--- config.mk ---
export PLATFORM = sky130hd
export DESIGN_NAME = wt_l15_rtrn_decoder
export DESIGN_NICKNAME = d
export VERILOG_FILES = /design/src/rtl/wt_l15_rtrn_decoder.sv
export SDC_FILE = /design/constraint.sdc
export NUM_CORES = 1
export LEC_CHECK = 0
export BUFFER_PORTS_ARGS = -buffer_cell sky130_fd_sc_hd__buf_2
export CORE_AREA = 2 2 272 274
export CTS_CLUSTER_DIAMETER = 100
export DETAILED_ROUTE_END_ITERATION = 10
export DIE_AREA = 0 0 274 276
export PLACE_DENSITY_LB_ADDON = 0.15
export REMOVE_ABC_BUFFERS = 1
export SLEW_MARGIN = 20
export SYNTH_ARGS = -nofsm -noshare
export SYNTH_HDL_FRONTEND = slang
export SYNTH_SLANG_ARGS = --single-unit
--- constraint.sdc ---
create_clock -name clk_i -period 9.6 [get_ports clk_i]
set_input_delay 1.92 -clock clk_i [delete_from_list [all_inputs] [get_ports clk_i]]
set_output_delay 1.92 -clock clk_i [all_outputs]
set_load 0.01 [all_outputs]
--- src/rtl/wt_l15_rtrn_decoder.sv ---
// L1.5 return-packet decoder: buffers incoming return packets and fans them out
// to the icache/dcache return channels, tracking per-destination delivery.
module wt_l15_rtrn_decoder #(
  parameter int unsigned RTRN_FIFO_DEPTH = 2,
  parameter int unsigned TID_WIDTH       = 2,
  parameter bit          SWAP_ENDIAN     = 1'b1
) (
  input  logic                 clk_i,
  input  logic                 rst_ni,
  input  logic                 l15_val_i,
  output logic                 l15_header_ack_o,
  input  logic [3:0]           l15_returntype_i,
  input  logic [TID_WIDTH-1:0] l15_threadid_i,
  input  logic [255:0]         l15_data_i,
  input  logic                 l15_inval_icache_i,
  input  logic                 l15_inval_dcache_i,
  input  logic [11:0]          l15_inval_addr_i,
  input  logic [1:0]           l15_inval_way_i,
  output logic                 icache_rtrn_vld_o,
  input  logic                 icache_rtrn_rdy_i,
  output logic                 icache_rtrn_type_o,
  output logic [255:0]         icache_rtrn_data_o,
  output logic                 dcache_rtrn_vld_o,
  input  logic                 dcache_rtrn_rdy_i,
  output logic [2:0]           dcache_rtrn_type_o,
  output logic [127:0]         dcache_rtrn_data_o,
  output logic [TID_WIDTH-1:0] rtrn_tid_o,
  output logic [11:0]          rtrn_inval_addr_o,
  output logic [1:0]           rtrn_inval_way_o,
  output logic [7:0]           err_cnt_o
);

  localparam int unsigned PTR_W = $clog2(RTRN_FIFO_DEPTH);

  typedef enum logic [3:0] {
    L15_LOAD_RET   = 4'b0000,
    L15_IFILL_RET  = 4'b0001,
    L15_EVICT_REQ  = 4'b0011,
    L15_ST_ACK     = 4'b0100,
    L15_INT_RET    = 4'b0111,
    L15_ATOMIC_RES = 4'b1110
  } l15_rtrn_e;

  typedef enum logic {
    IC_INV_REQ   = 1'b0,
    IC_IFILL_ACK = 1'b1
  } ic_rtrn_e;

  typedef enum logic [2:0] {
    DC_INV_REQ    = 3'd0,
    DC_STORE_ACK  = 3'd1,
    DC_LOAD_ACK   = 3'd2,
    DC_ATOMIC_ACK = 3'd3,
    DC_INT_ACK    = 3'd4
  } dc_rtrn_e;

  typedef enum logic {
    IDLE = 1'b0,
    SEND = 1'b1
  } state_e;

  typedef struct packed {
    logic [3:0]           rtype;
    logic [TID_WIDTH-1:0] tid;
    logic [255:0]         data;
    logic                 inv_i;
    logic                 inv_d;
    logic [11:0]          addr;
    logic [1:0]           way;
  } pkt_t;

  function automatic logic [63:0] swap64(input logic [63:0] w);
    logic [63:0] r;
    r = w;
    if (SWAP_ENDIAN) begin
      for (int unsigned b = 0; b < 8; b++) begin
        r[8*b +: 8] = w[8*(7-b) +: 8];
      end
    end
    return r;
  endfunction

  pkt_t             mem_q [RTRN_FIFO_DEPTH];
  logic [PTR_W-1:0] wptr_q, wptr_d, rptr_q, rptr_d;
  logic             full_q, full_d, empty_q, empty_d;
  logic             ic_done_q, ic_done_d, dc_done_q, dc_done_d;
  logic [7:0]       err_cnt_q, err_cnt_d;
  state_e           state_q, state_d;

  pkt_t     head;
  logic     need_i, need_d, unsup;
  ic_rtrn_e ic_type;
  dc_rtrn_e dc_type;
  logic     sending, push, pop, hs_i, hs_d;

  // Destination and channel type for the packet currently at the FIFO head.
  always_comb begin
    head    = mem_q[rptr_q];
    need_i  = 1'b0;
    need_d  = 1'b0;
    unsup   = 1'b0;
    ic_type = IC_INV_REQ;
    dc_type = DC_INV_REQ;
    case (head.rtype)
      L15_LOAD_RET:   begin need_d = 1'b1; dc_type = DC_LOAD_ACK;   end
      L15_ATOMIC_RES: begin need_d = 1'b1; dc_type = DC_ATOMIC_ACK; end
      L15_ST_ACK:     begin need_d = 1'b1; dc_type = DC_STORE_ACK;  end
      L15_INT_RET:    begin need_d = 1'b1; dc_type = DC_INT_ACK;    end
      L15_IFILL_RET:  begin need_i = 1'b1; ic_type = IC_IFILL_ACK;  end
      L15_EVICT_REQ: begin
        need_i = head.inv_i;
        need_d = head.inv_d;
        unsup  = ~(head.inv_i | head.inv_d);
      end
      default: unsup = 1'b1;
    endcase
  end

  always_comb begin
    sending           = (state_q == SEND);
    icache_rtrn_vld_o = sending & need_i & ~ic_done_q;
    dcache_rtrn_vld_o = sending & need_d & ~dc_done_q;
    hs_i              = icache_rtrn_vld_o & icache_rtrn_rdy_i;
    hs_d              = dcache_rtrn_vld_o & dcache_rtrn_rdy_i;
    // A destination counts as delivered if it finished earlier or handshakes now.
    pop  = sending & (unsup | ((~need_i | ic_done_q | hs_i) &
                               (~need_d | dc_done_q | hs_d)));
    push = l15_val_i & ~full_q;
    l15_header_ack_o = push & rst_ni;

    icache_rtrn_type_o = sending ? ic_type : IC_INV_REQ;
    dcache_rtrn_type_o = sending ? dc_type : DC_INV_REQ;
    icache_rtrn_data_o = sending ? {swap64(head.data[192 +: 64]), swap64(head.data[128 +: 64]),
                                    swap64(head.data[64 +: 64]),  swap64(head.data[0 +: 64])}
                                 : '0;
    dcache_rtrn_data_o = sending ? {swap64(head.data[64 +: 64]), swap64(head.data[0 +: 64])} : '0;
    rtrn_tid_o         = sending ? head.tid  : '0;
    rtrn_inval_addr_o  = sending ? head.addr : '0;
    rtrn_inval_way_o   = sending ? head.way  : '0;
    err_cnt_o          = err_cnt_q;
  end

  always_comb begin
    wptr_d    = wptr_q;
    rptr_d    = rptr_q;
    full_d    = full_q;
    empty_d   = empty_q;
    ic_done_d = ic_done_q;
    dc_done_d = dc_done_q;
    err_cnt_d = err_cnt_q;

    if (push) wptr_d = wptr_q + PTR_W'(1);
    if (pop)  rptr_d = rptr_q + PTR_W'(1);

    case ({push, pop})
      2'b10: begin
        empty_d = 1'b0;
        full_d  = (wptr_d == rptr_q);
      end
      2'b01: begin
        full_d  = 1'b0;
        empty_d = (rptr_d == wptr_q);
      end
      default: ;
    endcase

    if (pop) begin
      ic_done_d = 1'b0;
      dc_done_d = 1'b0;
    end else begin
      ic_done_d = ic_done_q | hs_i;
      dc_done_d = dc_done_q | hs_d;
    end

    if (pop && unsup && (head.rtype != L15_EVICT_REQ) && (err_cnt_q != 8'hFF)) begin
      err_cnt_d = err_cnt_q + 8'd1;
    end

    state_d = empty_d ? IDLE : SEND;
  end

  always_ff @(posedge clk_i or negedge rst_ni) begin
    if (!rst_ni) begin
      wptr_q    <= '0;
      rptr_q    <= '0;
      full_q    <= 1'b0;
      empty_q   <= 1'b1;
      ic_done_q <= 1'b0;
      dc_done_q <= 1'b0;
      err_cnt_q <= '0;
      state_q   <= IDLE;
    end else begin
      wptr_q    <= wptr_d;
      rptr_q    <= rptr_d;
      full_q    <= full_d;
      empty_q   <= empty_d;
      ic_done_q <= ic_done_d;
      dc_done_q <= dc_done_d;
      err_cnt_q <= err_cnt_d;
      state_q   <= state_d;
    end
  end

  // Payload storage needs no reset: nothing is read while the FIFO is empty.
  always_ff @(posedge clk_i) begin
    if (push) begin
      mem_q[wptr_q] <= '{rtype: l15_returntype_i, tid: l15_threadid_i, data: l15_data_i,
                         inv_i: l15_inval_icache_i, inv_d: l15_inval_dcache_i,
                         addr: l15_inval_addr_i, way: l15_inval_way_i};
    end
  end

endmodule

==> impl_metrics.yaml <==
sta:
  fmax_ghz: 0.185
  final_min_period_over_clock_period: 0.564
  hold_viol_final: 0
  drv_slew: 0
  worst_pin_slew_ns: 1.23
  setup_violations: 0
  fin_hold_ws_ns: 0.464
  rsz0062_at_grt: "no"
  finalClockSkew_ns: 0.0150
  period_minus_slack_ns: 5.42
  relSlewSlack: 0.183
  fin_tns_setup_ns: 0
  fin_ws_ns: 4.18
finish:
  stdcell_area_um2: 28600
  area_growth_syn_to_layout_pct: 25.3
  drive_above_1_share: 0.404
  final_nets: 2274
route:
  viasPerCell: 4.46
  drtIter0Drc: 675
  drc: 0
  wl_per_cell_um: 19.8
  dr.pass1.iters: 4
  route.vias.total: 13400
  drtAntennaViolNets: 0
  drt_wl_total_um: 59300
floorplanning:
  ios: 698
  rows: 99
  initial_core_util: 0.314
  chipHeight_um: 276
  core_um2: 72600
  design.die.area_um2: 75600
  chipWidth_um: 274
worst_setup_path:
  ff2ff_path_depth: 9
  r2r_end: "sending"
  critical_path.endpoint: "dcache_rtrn_vld_o"
  startpoint: "rptr_q"
  required_ns: 7.68
  cp.arrival_ns: 3.50
  startpoint_type: "flop"
  end_kind: "primary output"
  r2r-start: "rptr_q"
  reg2reg_setup_slack_ns: 5.69
  crit_fanout: 128
  criticalPathCategory: "flop to primary output"
placement:
  placement.cell_area_um2: 26400
  place_congestion: 0.784
  dp_hpwl_um: 39500
  port_buffers: 697
  pre_cts_slack_ns: 4.58
hold_path:
  hp-class: "flop to flop"
  worstHoldStart: "full_q"
  worstHoldPathCells: 2
yosys:
  async_flop_share: 0.0263
  synth_enable_flop_cells: 556
  yosysWarnings: 0
  yosysTopAreaCell: "edfxtp_1"
  synth_common_cells: "edfxtp_1, nor2_1, mux2i_1"
  synth_most_common_cell: "edfxtp_1"
  syn_avg_cell_area_um2: 16.3
  synthesis.area_um2: 22800
  synth.top_cell.area_share: 0.733
  yosysSeqAreaShare: 0.749
  synth_seq_cells: 571
  netlist_instances: 1400
  synth_ff_type: "edfxtp_1"
  synth_area_leaders: "edfxtp_1, mux2i_1, nor2_1"
  ys_types: 47
clocking:
  cts_setup_buffers: 0
  clock_path_buffers: 3
  holdBufCountCts: 0
  cts.reportedPaths.clkPinSlew_ns: 0.05
  cts_resized: 0
  h-tree-depth: 3
  numCtsBuffers: 69
  clk_latency_ns: 0.59
  cts.sinks: 571
  cts_tree: "done"
  clock-root-buffer: "clkbuf_16"
global_routing:
  grt_pass1_wl_um: 86600
  antenna_found_initial: 22
  track_usage: 0.152
  grt_max_degree: 142
  grt_pass1_vias: 13900
  grt_overflow: 0
power_and_ir_drop:
  ir_drop_mv: 0.228
  leakage_nw: 11.8
  power_density_nw_per_um2: 328
flow_run:
  maxCapViolCount: 0
status:
  outcome: "finished clean"
## stage by stage
stage,power [mW],util,instances
floorplan,6.23,-,1209
global placement,7.03,0.364,2875
detailed placement,7.04,0.364,2875
CTS,9.55,0.393,2996
global route,9.89,0.393,3001
finish,9.37,0.393,3002
## area by class of cell
cell class | instances | area (um2)
multi-input combinational | 631 | 4470
clock inverter | 35 | 309
fill | 6946 | 44000
clock buffer | 86 | 1840
antenna | 6 | 15.0
sequential | 571 | 17100
inverter | 7 | 33.8
timing repair buffer | 707 | 3610
tap | 959 | 1200
## critical path, cell delays in order (launching register included)
cell,delay [ns]
dfrtp_4,1.04
buf_12,0.61
mux2_4,0.42
o2111ai_1,0.32
nand3_1,0.17
nand2_1,0.11
nor2_1,0.05
buf_2,0.14
## placed cells by master, fill, tap and decap left out, types with 3 or more instances in the layout
| cell | instances |
|---|---|
| o211a_1 | 3 |
| a31oi_1 | 3 |
| mux2i_1 | 275 |
| dfrtp_1 | 13 |
| clkbuf_16 | 71 |
| inv_1 | 6 |
| buf_2 | 697 |
| nand3_1 | 6 |
| nand2_1 | 11 |
| a211oi_1 | 3 |
| clkinv_8 | 3 |
| buf_4 | 6 |
| diode_2 | 6 |
| nor2_1 | 277 |
| a2111oi_2 | 3 |
| clkinv_2 | 12 |
| buf_12 | 4 |
| a21oi_1 | 4 |
| edfxtp_1 | 556 |
| clkbuf_1 | 14 |
| mux2_2 | 3 |
| inv_8 | 3 |
| nand4_1 | 3 |
| xor2_1 | 7 |
| clkinv_1 | 11 |
## routing by layer
| layer | part of all wire | global-route usage |
|---|---|---|
| met5 | 0.0030 | 0 |
| met4 | 0.023 | 0.0495 |
| met3 | 0.073 | 0.0465 |
| met2 | 0.53 | 0.275 |
| met1 | 0.38 | 0.168 |
## registers in the layout, indices dropped and copies added, names as in the netlist, named ones only
register and cells:
sending 1, err_cnt_o 8, rptr_q 1, wptr_q 1, ic_done_q 1, dc_done_q 1, mem_q 556, full_q 1
## kinds of logic after synthesis
kind of cell,count (synthesis),synth area share
flops,571,0.749
simple gates,310,0.0537
mux,282,0.125
buf+inv,198,0.0559
compound gates,26,0.0103
xor+xnor,9,0.00379
fa+ha+maj,4,0.00220
## report_power, final
group | internal, mW | switching, mW
combinational | 1.25 | 2.12
clock | 1.43 | 1.02
sequential | 3.35 | 0.190
## worst min-delay path by stage
| stage | endpoint |
|---|---|
| after CTS | full_q |
| final | full_q |
| after global placement | full_q |
| after global routing | full_q |
| after floorplan | full_q |
| after detailed placement | full_q |
Power figures use the tool's default switching activity.
